[src/rtl/alu_unit.sv]
`default_nettype none
// ============================================================================
// Module      : alu_unit (with package alu_unit_pkg)
// Description : Combinational N-bit arithmetic/logic unit of the simple-viii
//               datapath. It returns the result, carry and zero flags in the
//               same cycle as the operands arrive. An optional carry register
//               (cq) keeps the previous carry so that multi-byte ADC/SBC chains
//               can be built.
//
// Build option: ALU_CARRY_CHAIN_EN
//               defined   -> the cq flip-flop exists and ADC/SBC consume it.
//               undefined -> no flip-flops, clk/rst unused, ADC == ADD and
//                            SBC == SUB (flags included).
//
// Ports       : clk       in  1   carry register clock (rising edge)
//               rst       in  1   asynchronous active-high reset, clears cq
//               op        in  4   alu_op_e operation select
//               register1 in  N   operand A
//               register2 in  N   operand B
//               result    out N   operation result
//               is_carry  out 1   carry / borrow / shift-out
//               is_zero   out 1   flag value is all zeros (A-B for CMP,
//                                 result otherwise)
//
// Revision    : 1.0 - initial release
// ============================================================================

package alu_unit_pkg;
    typedef enum logic [3:0] {
        ALU_ADD  = 4'd0,
        ALU_SUB  = 4'd1,
        ALU_ADC  = 4'd2,
        ALU_SBC  = 4'd3,
        ALU_AND  = 4'd4,
        ALU_OR   = 4'd5,
        ALU_XOR  = 4'd6,
        ALU_NOT  = 4'd7,
        ALU_SHL  = 4'd8,
        ALU_SHR  = 4'd9,
        ALU_ROL  = 4'd10,
        ALU_ROR  = 4'd11,
        ALU_INC  = 4'd12,
        ALU_DEC  = 4'd13,
        ALU_PASS = 4'd14,
        ALU_CMP  = 4'd15
    } alu_op_e;
endpackage

module alu_unit #(
    parameter int DATA_BUS_WIDTH = 8
) (
    input  logic                          clk,
    input  logic                          rst,
    input  alu_unit_pkg::alu_op_e         op,
    input  logic [DATA_BUS_WIDTH-1:0]     register1,
    input  logic [DATA_BUS_WIDTH-1:0]     register2,
    output logic [DATA_BUS_WIDTH-1:0]     result,
    output logic                          is_carry,
    output logic                          is_zero
);
    import alu_unit_pkg::*;

    localparam int c_W = DATA_BUS_WIDTH;
    localparam logic [c_W-1:0] c_ONE = {{(c_W-1){1'b0}}, 1'b1};

    // Rotates need at least two bits to have distinct MSB and LSB.
    if (DATA_BUS_WIDTH < 2) begin : g_width_check
        $error("alu_unit: DATA_BUS_WIDTH must be at least 2");
    end

    logic           w_cq;       // stored carry, or 0 when chaining is absent
    logic [c_W:0]   w_add;      // A+B with carry-out in bit c_W
    logic [c_W:0]   w_adc;      // A+B+cq
    logic [c_W:0]   w_sub;      // A-B, bit c_W set on borrow
    logic [c_W:0]   w_sbc;      // A-B-cq
    logic [c_W-1:0] w_result;
    logic           w_carry;
    logic [c_W-1:0] w_flag;

    // ------------------------------------------------------------------------
    // Carry register
    // ------------------------------------------------------------------------
`ifdef ALU_CARRY_CHAIN_EN
    logic r_cq;

    always_ff @(posedge clk or posedge rst) begin
        if (rst) begin
            r_cq <= 1'b0;
        end else begin
            r_cq <= w_carry;
        end
    end

    assign w_cq = r_cq;
`else
    // Without chaining there is no state; clk and rst are intentionally idle.
    logic w_unused_clk_rst;
    assign w_unused_clk_rst = clk ^ rst;
    assign w_cq             = 1'b0;
`endif

    // ------------------------------------------------------------------------
    // Arithmetic at c_W+1 bits. For the subtractions the extra bit is the
    // sign of the true difference, which is exactly the borrow: the smallest
    // possible value (0 - max - 1 = -2^N) still lands with bit c_W set.
    // ------------------------------------------------------------------------
    assign w_add = {1'b0, register1} + {1'b0, register2};
    assign w_adc = w_add + {{c_W{1'b0}}, w_cq};
    assign w_sub = {1'b0, register1} - {1'b0, register2};
    assign w_sbc = w_sub - {{c_W{1'b0}}, w_cq};

    always_comb begin
        w_result = '0;
        w_carry  = 1'b0;
        unique0 case (op)
            ALU_ADD: begin
                w_result = w_add[c_W-1:0];
                w_carry  = w_add[c_W];
            end
            ALU_SUB: begin
                w_result = w_sub[c_W-1:0];
                w_carry  = w_sub[c_W];
            end
            ALU_ADC: begin
                w_result = w_adc[c_W-1:0];
                w_carry  = w_adc[c_W];
            end
            ALU_SBC: begin
                w_result = w_sbc[c_W-1:0];
                w_carry  = w_sbc[c_W];
            end
            ALU_AND: w_result = register1 & register2;
            ALU_OR:  w_result = register1 | register2;
            ALU_XOR: w_result = register1 ^ register2;
            ALU_NOT: w_result = ~register1;
            ALU_SHL: begin
                w_result = {register1[c_W-2:0], 1'b0};
                w_carry  = register1[c_W-1];
            end
            ALU_SHR: begin
                w_result = {1'b0, register1[c_W-1:1]};
                w_carry  = register1[0];
            end
            ALU_ROL: begin
                w_result = {register1[c_W-2:0], register1[c_W-1]};
                w_carry  = register1[c_W-1];
            end
            ALU_ROR: begin
                w_result = {register1[0], register1[c_W-1:1]};
                w_carry  = register1[0];
            end
            ALU_INC: begin
                w_result = register1 + c_ONE;
                w_carry  = &register1;
            end
            ALU_DEC: begin
                w_result = register1 - c_ONE;
                w_carry  = ~|register1;
            end
            ALU_PASS: w_result = register2;
            ALU_CMP: begin
                // A passes through untouched; only the flags see A-B.
                w_result = register1;
                w_carry  = w_sub[c_W];
            end
            default: begin
                // Unknown op: result 0 / carry 0, hence is_zero = 1.
                w_result = '0;
                w_carry  = 1'b0;
            end
        endcase
    end

    assign w_flag   = (op == ALU_CMP) ? w_sub[c_W-1:0] : w_result;

    assign result   = w_result;
    assign is_carry = w_carry;
    assign is_zero  = ~|w_flag;

endmodule
`default_nettype wire

[config.mk]
export PLATFORM = sky130hd
export DESIGN_NAME = alu_unit
export DESIGN_NICKNAME = d
export VERILOG_FILES = /design/src/rtl/alu_unit.sv
export SDC_FILE = /design/constraint.sdc
export NUM_CORES = 1
export LEC_CHECK = 0
export BUFFER_PORTS_ARGS = -buffer_cell sky130_fd_sc_hd__buf_4
export CAP_MARGIN = 40
export CELL_PAD_IN_SITES_DETAIL_PLACEMENT = 0
export CELL_PAD_IN_SITES_GLOBAL_PLACEMENT = 1
export CORE_ASPECT_RATIO = 0.75
export CORE_UTILIZATION = 40
export DETAILED_ROUTE_END_ITERATION = 8
export PLACE_DENSITY_LB_ADDON = 0.1
export SETUP_SLACK_MARGIN = 0.02
export SYNTH_ARGS = -nofsm -noshare
export SYNTH_HDL_FRONTEND = slang
export SYNTH_SLANG_ARGS = --single-unit
[constraint.sdc]
create_clock -name vclk -period 4.94
set_input_delay 0.494 -clock vclk [all_inputs]
set_output_delay 0.494 -clock vclk [all_outputs]
set_load 0.005 [all_outputs]
* Yosys cells after proc, flatten, opt, wreduce, memory -nomap -nowiden
Cells that the tools add are included.
Widths: inputs -> output; s select.
** Operators by class
- Add/subtract/negate cells :: 4
- Equality and inequality tests :: 15
- Mux-type cells :: 3
- Bitwise operators :: 4
- Reductions and logical operators :: 11
** Operators by type and width (number)
- $pmux 8 s14 :: 1
- $eq 4x4->1 const B :: 8
- $eq 4x3->1 const B :: 4
- $reduce_or 8->1 :: 2
- $add 8x8->9 :: 1
- $sub 8x8->9 :: 1
- $add 8x1->8 const B :: 1
- $and 8x8->8 :: 1
- $eq 4x2->1 const B :: 2
- $mux 8 :: 1
- $not 8->8 :: 1
- $or 8x8->8 :: 1
- $reduce_and 8->1 :: 1
- $reduce_or 2->1 :: 4
- $sub 8x1->8 const B :: 1
- $xor 8x8->8 :: 1
- $pmux 1 s6 :: 1
- $eq 4x1->1 const B :: 1
- $logic_not 4->1 :: 1
- $reduce_or 3->1 :: 1
- $logic_not 1->1 :: 2
** Word-level totals
- Flip-flop bits (word level) :: 0
- Input bits :: 22
- Output and inout bits :: 10
- Word-level logic and storage cells :: 37

* Depth between registers and ports, before layout
Gate-level depths: netlist (run 1).
- Depth in word-level cells :: 6
- Gate-level depth with buffers :: 13
- Depth with buffers taken out :: 11

* Least setup slack after synthesis (run 1)
OpenSTA, ideal clock, no wires.
- Path kind :: input port to output port
- From :: input port register1[1]
- To :: output port is_zero
- Data arrival time :: 3.388 ns
- Required time :: 4.446 ns
- Path slack :: 1.058 ns
- Cell stages on the path :: 12
- Path buffers :: 1
- Cell sequence :: clkbuf_1 -> inv_1 -> xnor2_1 -> ha_1 -> or4_1 -> mux2i_1 -> xnor2_1 -> nor2_1 -> o32a_1 -> nor3_2 -> or4b_1 -> o31ai_2
** On the way
- Longest elaborated chain between the ends :: 5
- Elaborated cells on any way between the ends :: 12
- Those cells by class :: add/sub (4); mux (2); bitwise (4); reduce/logical (2)
** RTL lines
- start: declaration :: RTL line 55 : input logic [DATA_BUS_WIDTH-1:0] register1,
- $sub 8x1->8 (tied with other cells) :: RTL line 157 : w_result = register1 - c_ONE;
- $pmux 8 s14 (*) :: RTL line 115 : unique0 case (op)
- via result[4] :: RTL line 57 : output logic [DATA_BUS_WIDTH-1:0] result,
- $mux 8 (*) :: RTL line 174 : assign w_flag = (op == ALU_CMP) ? w_sub[c_W-1:0] : w_result;
- $reduce_or 8->1 (*) :: RTL line 178 : assign is_zero = ~|w_flag;
- $logic_not 1->1 (*) :: RTL line 178
- end: declaration :: RTL line 59 : output logic is_zero
The timed path passes the listed nets; every way through them passes the cells marked *.

* Final worst setup path (run 1)
- From :: input port op[0]
- To :: output port is_zero
** On the way
- Longest elaborated chain between the ends :: 6
- Elaborated cells on any way between the ends :: 22
- Those cells by class :: eq/ne (15); mux (2); reduce/logical (5)
** RTL lines
- start: declaration :: RTL line 54 : input alu_unit_pkg::alu_op_e op,
- $eq 4x2->1 (tied with other cells) :: RTL line 115
- $reduce_or 2->1 (no line)
- $pmux 8 s14 :: RTL line 115
- $mux 8 (*) :: RTL line 174
- $reduce_or 8->1 (*) :: RTL line 178
- $logic_not 1->1 (*) :: RTL line 178
Every way passes the cells marked *; elsewhere a longest branch is shown, timed or not.

==> results of run 1 <==
## routing by layer
metal	share of wire	global-route usage	up-vias	routed length, um
met1	0.51	0.388	1099	3350
li1	-	-	1115	-
met4	0.0098	0.0275	0	64
met5	0	0	-	0
met3	0.052	0.0129	6	342
met2	0.42	0.371	77	2780
## worst min path at each step
stage	end	cells past startpoint
3_3_place_gp	is_carry	4
5_1_grt	is_carry	4
2_1_floorplan	is_carry	3
3_5_place_dp	is_carry	4
4_1_cts	is_carry	4
6_report	is_carry	4
## cells in the mapped netlist, drive strengths merged (4+ instances only)
cell type and instances:
a22oi 4, nand3 8, inv 25, buf 21, ha 25, xnor2 18
nand2b 5, nor2b 5, o21ai 15, a221oi 5, o211ai 4, nor2 23
nor4 6, mux2i 7, a21oi 23, clkbuf 6, nand2 24, nor3 9
## power breakdown
| group | switching, uW | total (uW) | leakage [uW] | internal [uW] |
|---|---|---|---|---|
| sequential | 0 | 0 | 0 | 0 |
| clock | 0 | 0 | 0 | 0 |
| combinational | 141 | 242 | 0.000926 | 101 |
| total | 141 | 242 | 0.000926 | 101 |
## tightest hold or removal path: cells and delay by family
family / cells / cell delay, ps
buffers and inverters: 2 / 260
AO/OA/AOI/OAI: 2 / 240
## kinds of logic after synthesis
logic type	Yosys count
xor gates and xnor gates	21
muxes	7
buffers and inverters	52
AOI/OAI and AO/OA	91
and+or+nand+nor	105
adders and majority gates	27
## per-stage QoR
stage	util	worst slack, ps	total power (uW)
after floorplan	-	1060	165
after global placement	0.452	704	241
after detailed placement	0.452	711	238
after CTS	0.452	712	239
after global routing	0.452	559	266
final	0.452	695	242
## layout make-up
| class | count | area (sq um) | share of cell area |
|---|---|---|---|
| Tap cell | 60 | 75.1 | 0.0339 |
| Timing Repair Buffer | 31 | 233 | 0.105 |
| Multi-Input combinational cell | 251 | 1810 | 0.819 |
| Inverter | 25 | 93.8 | 0.0423 |
==> metrics.yaml, run 1 <==
critical_path:
  crit_required_ps: 4450
  critPathCaptureType: "primary output"
  cp_num_buf_inv: 2
  slowest_delay_ps: 540
  worstSetupPathType: "primary input to primary output"
  slowest_stage: "or4_1"
  endpoint: "is_zero"
  cp_num_cells: 13
  arrival_ps: 3750
  startpoint: "op[0]"
  crit_fanout: 34
  cp-start-kind: "primary input"
  cp_top_family: "simple AND/OR/NAND/NOR gates"
  crit_chain: "buf_4 > and4b_1 > xnor2_1 > ha_1 > or4_1 > mux2i_1 > xnor2_1 > nor2_1 > o32a_1 > nor3_2 > or4b_1 > o31ai_2 > buf_4"
final_layout:
  fillCellCount: 536
  design.seq.count: 0
  final_layout_size_suffix_gt1_frac: 0.130
  clock_buffers: 0
  final_common_cell: "buf_4"
  final_area_sq_um: 2220
  area_growth_pct: 8.52
  ff_latch_area_sq_um: 0
  layout_common_cells: "buf_4 (31), ha_1 (25), inv_1 (24), nand2_1 (24)"
  n_antenna_cell: 0
  stdcell_count: 367
  fin_nets: 358
global_route:
  grt_pass1_wl_um: 10800
  grt.total_usage: 0.246
  antenna_found_initial: 0
  globalRouteOverflowTotal: 0
  grt_pass1_vias: 1996
  grt_start_max_net_pins: 35
detailed_routing:
  routed_via_density: 6.26
  drt_wl_total_um: 6540
  first_pass_iters: 7
  vias: 2297
  drc: 2
  routedWlPerCell_um: 17.8
  first_iter_violations: 163
  ant_nets: 0
synthesis:
  ys_warn_count: 0
  synth.avg_cell_area_sq_um: 6.74
  synthAdderAreaFrac: 0.173
  synth_compound_area_frac: 0.308
  synth_cell_types: 67
  synth_fp_nets: 352
  syn_inst: 303
  muxShareOfSynthArea: 0.0343
  yosysTopAreaCell: "ha_1"
  yosys.area_share.xor_xnor: 0.0901
  synth_top_family_by_area: "compound AO/OA/AOI/OAI gates"
  synth_area_leaders: "ha_1 (15%), xnor2_1 (7.7%), a21oi_1 (5.6%)"
  syn_area_sq_um: 2040
  synth_top_area_share: 0.153
  yosysSeqAreaShare: 0
  synth-simple-area-share: 0.284
timing:
  relSlewSlack: 0.575
  setup_tns_ps: 0
  rsz0062_at_grt: "false"
  drv_slew: 0
  fin_crit_sh: 0.859
  worst_slew_pin_slew_ps: 637
  setup_violations: 0
  fmax_mhz: 236
  hold_violations: 0
  period_needed_ps: 4240
  holdWs_ps: 1490
clocking:
  post_cts_buffers: 0
  hold_buffers: 0
  cts_resized: 0
die:
  io_pins: 32
  start_util: 0.417
  die-area_sq_um: 5400
  chipHeight_um: 63.9
  dieWidth_um: 84.5
  rows: 22
  coreArea_sq_um: 4900
place:
  gp_congestion: 0.836
  hpwl_um: 5060
  place_area_sq_um: 2220
  io_buffers: 30
  place_inst: 367
power_and_ir_drop:
  ir_drop_v: 0.0000392
  leakage_uw: 0.000926
  power.density_nw_per_um2: 109
outcome:
  violations: "design-rule violations"
  status: "finished, violations left"
run:
  maxCapViolations: 0
min_path:
  hold_class: "primary input to primary output"
  hp-start: "register1[0]"
Note: power is estimated with default switching activity, not from simulation.
==> inputs of run 2 (changes only) <==
==> constraint.sdc (replaced) <==
create_clock -name vclk -period 4.94
set_input_delay 0.988 -clock vclk [all_inputs]
set_output_delay 0.988 -clock vclk [all_outputs]
set_load 0.005 [all_outputs]
==> run 2 against run 1 <==
Die area is the same; the run still ends with design-rule violations left; setup slack got worse by 510 ps; via count is 2.6% higher; global-route usage rose by 1.2 points; hold slack improved by 980 ps.
==> metrics.yaml, run 2 (synthesis results as in run 1) <==
outcome:
  status: "finished, violations left"  # unchanged
  violations: "design-rule violations"  # unchanged
critical_path:
  arrival_ps: 3760  # was 3750 ps
  worstSetupPathType: "primary input to primary output"  # unchanged
  critPathCaptureType: "primary output"  # unchanged
  crit_fanout: 4  # was 34
  crit_required_ps: 3950  # was 4450 ps
  cp-start-kind: "primary input"  # unchanged
power_and_ir_drop:
  leakage_uw: 0.00101  # was 0.000926 uW
  seq_power_share: 0  # about the same
  internal-power_uw: 113  # was 101 uW
  power_frac_comb: 1.000  # about the same
  ir_drop_v: 0.0000473  # was 0.0000392 V
  power.density_nw_per_um2: 109  # about the same
  sw_frac_of_total: 0.562  # was 0.581
  p_switching_uw: 145  # was 141 uW
  p_clk_frac: 0  # about the same
die:
  start_util: 0.417  # unchanged
  die-area_sq_um: 5400  # unchanged
  chipHeight_um: 63.9  # unchanged
  dieWidth_um: 84.5  # unchanged
  rows: 22  # unchanged
  coreArea_sq_um: 4900  # unchanged
  io_pins: 32  # unchanged
place:
  gp_congestion: 0.922  # was 0.836
  hpwl_um: 5290  # was 5060 um
  pre_cts_ws_ps: 51.5  # was 711 ps
  io_buffers: 30  # unchanged
final_layout:
  ff_latch_area_sq_um: 0  # unchanged
  clock_buffers: 0  # unchanged
  n_antenna_cell: 0  # unchanged
  multi_input_area_sq_um: 1840  # was 1810 sq um
  fin_nets: 374  # was 358
  final_layout_size_suffix_gt1_frac: 0.192  # was 0.130
  fillCellCount: 507  # was 536
  layout_common_cells: "buf_4 (47), inv_1 (24), nand2_1 (24), ha_1 (24), nor2_1 (23)"  # was buf_4 (31), ha_1 (25), inv_1 (24), nand2_1 (24)
  area_growth_pct: 15.5  # was 8.52%
  final_common_cell: "buf_4"  # unchanged
  design.seq.count: 0  # unchanged
global_route:
  grt_pass1_vias: 2115  # was 1996
  grt_pass1_wl_um: 11300  # was 10800 um
  grt_start_max_net_pins: 34  # was 35
  grt.total_usage: 0.257  # was 0.246
  globalRouteOverflowTotal: 0  # unchanged
  antenna_found_initial: 0  # unchanged
timing:
  worst_slew_pin_slew_ps: 620  # was 637 ps
  relSlewSlack: 0.586  # was 0.575
  hold_violations: 0  # unchanged
  drv_slew: 0  # unchanged
  setup_tns_ps: 0  # unchanged
  post-route-worst-setup-slack_ps: 188  # was 695 ps
  period_needed_ps: 4750  # was 4240 ps
  fmax_mhz: 210  # was 236 MHz
  rsz0062_at_grt: "false"  # unchanged
  fin_crit_sh: 0.962  # was 0.859
  setup_violations: 0  # unchanged
detailed_routing:
  drc: 1  # was 2
  routedWlPerCell_um: 17.9  # was 17.8 um
  vias: 2356  # was 2297
  ant_nets: 0  # unchanged
  drt_wl_total_um: 6850  # was 6540 um
  first_iter_violations: 228  # was 163
  routed_via_density: 6.15  # was 6.26
  first_pass_iters: 8  # was 7
min_path:
  hold_class: "primary input to primary output"  # unchanged
  min_delay_path_depth: 5  # was 4
clocking:
  hold_buffers: 0  # unchanged
run:
  maxCapViolations: 0  # unchanged
[run 2: worst paths after layout]
check       end  slack, ps    startpoint
max     is_zero        190  register1[0]
min    is_carry       2480  register1[7]
[run 2: layer usage]
layer,GRT usage,part of all wire,vias to the layer above
met5,0,0,-
met4,0.0297,0.0096,0
met3,0.00775,0.055,4
met2,0.401,0.43,85
met1,0.400,0.50,1130
li1,-,-,1137
[run 2: area by class of cell]
cell class	count	share of cell area
inverter	25	0.0398
multi-input combinational	251	0.779
tap	60	0.0318
timing repair buffer	47	0.150
[run 2: stage by stage]
| step | hold slack, ps | std cells | total power, uW | utilization | area, sq um |
|---|---|---|---|---|---|
| detailed placement | 2480 | 383 | 250 | 0.477 | 2340 |
| global placement | 2490 | 383 | 252 | 0.477 | 2340 |
| finish | 2480 | 383 | 257 | 0.481 | 2360 |
| CTS | 2480 | 383 | 251 | 0.477 | 2340 |
| floorplan | 2190 | 303 | 165 | - | 2040 |
| global route | 2520 | 383 | 281 | 0.481 | 2360 |
[run 2: power groups by stage]
| stage | Sequential (uW) | Combinational, uW | Clock, uW |
|---|---|---|---|
| finish | 0 | 257 | 0 |
| global route | 0 | 281 | 0 |
| CTS | 0 | 251 | 0 |
| global placement | 0 | 252 | 0 |
| floorplan | 0 | 165 | 0 |
| detailed placement | 0 | 250 | 0 |
[run 2: critical path: stages]
cell      delay [ps]
buf_4             90
inv_1             60
ha_1             230
fa_1             420
o21bai_2         190
a21oi_2          120
o31ai_1          320
and2_1           200
o311ai_1         100
o311a_1          150
or4b_4           520
o31ai_2          220
buf_4            140
[run 2: timing repair]
| action | in CTS | in global routing |
|---|---|---|
| resized for setup | 0 | 7 |
| setup endpoints to repair | 0 | 1 |
| setup buffers | 0 | 0 |
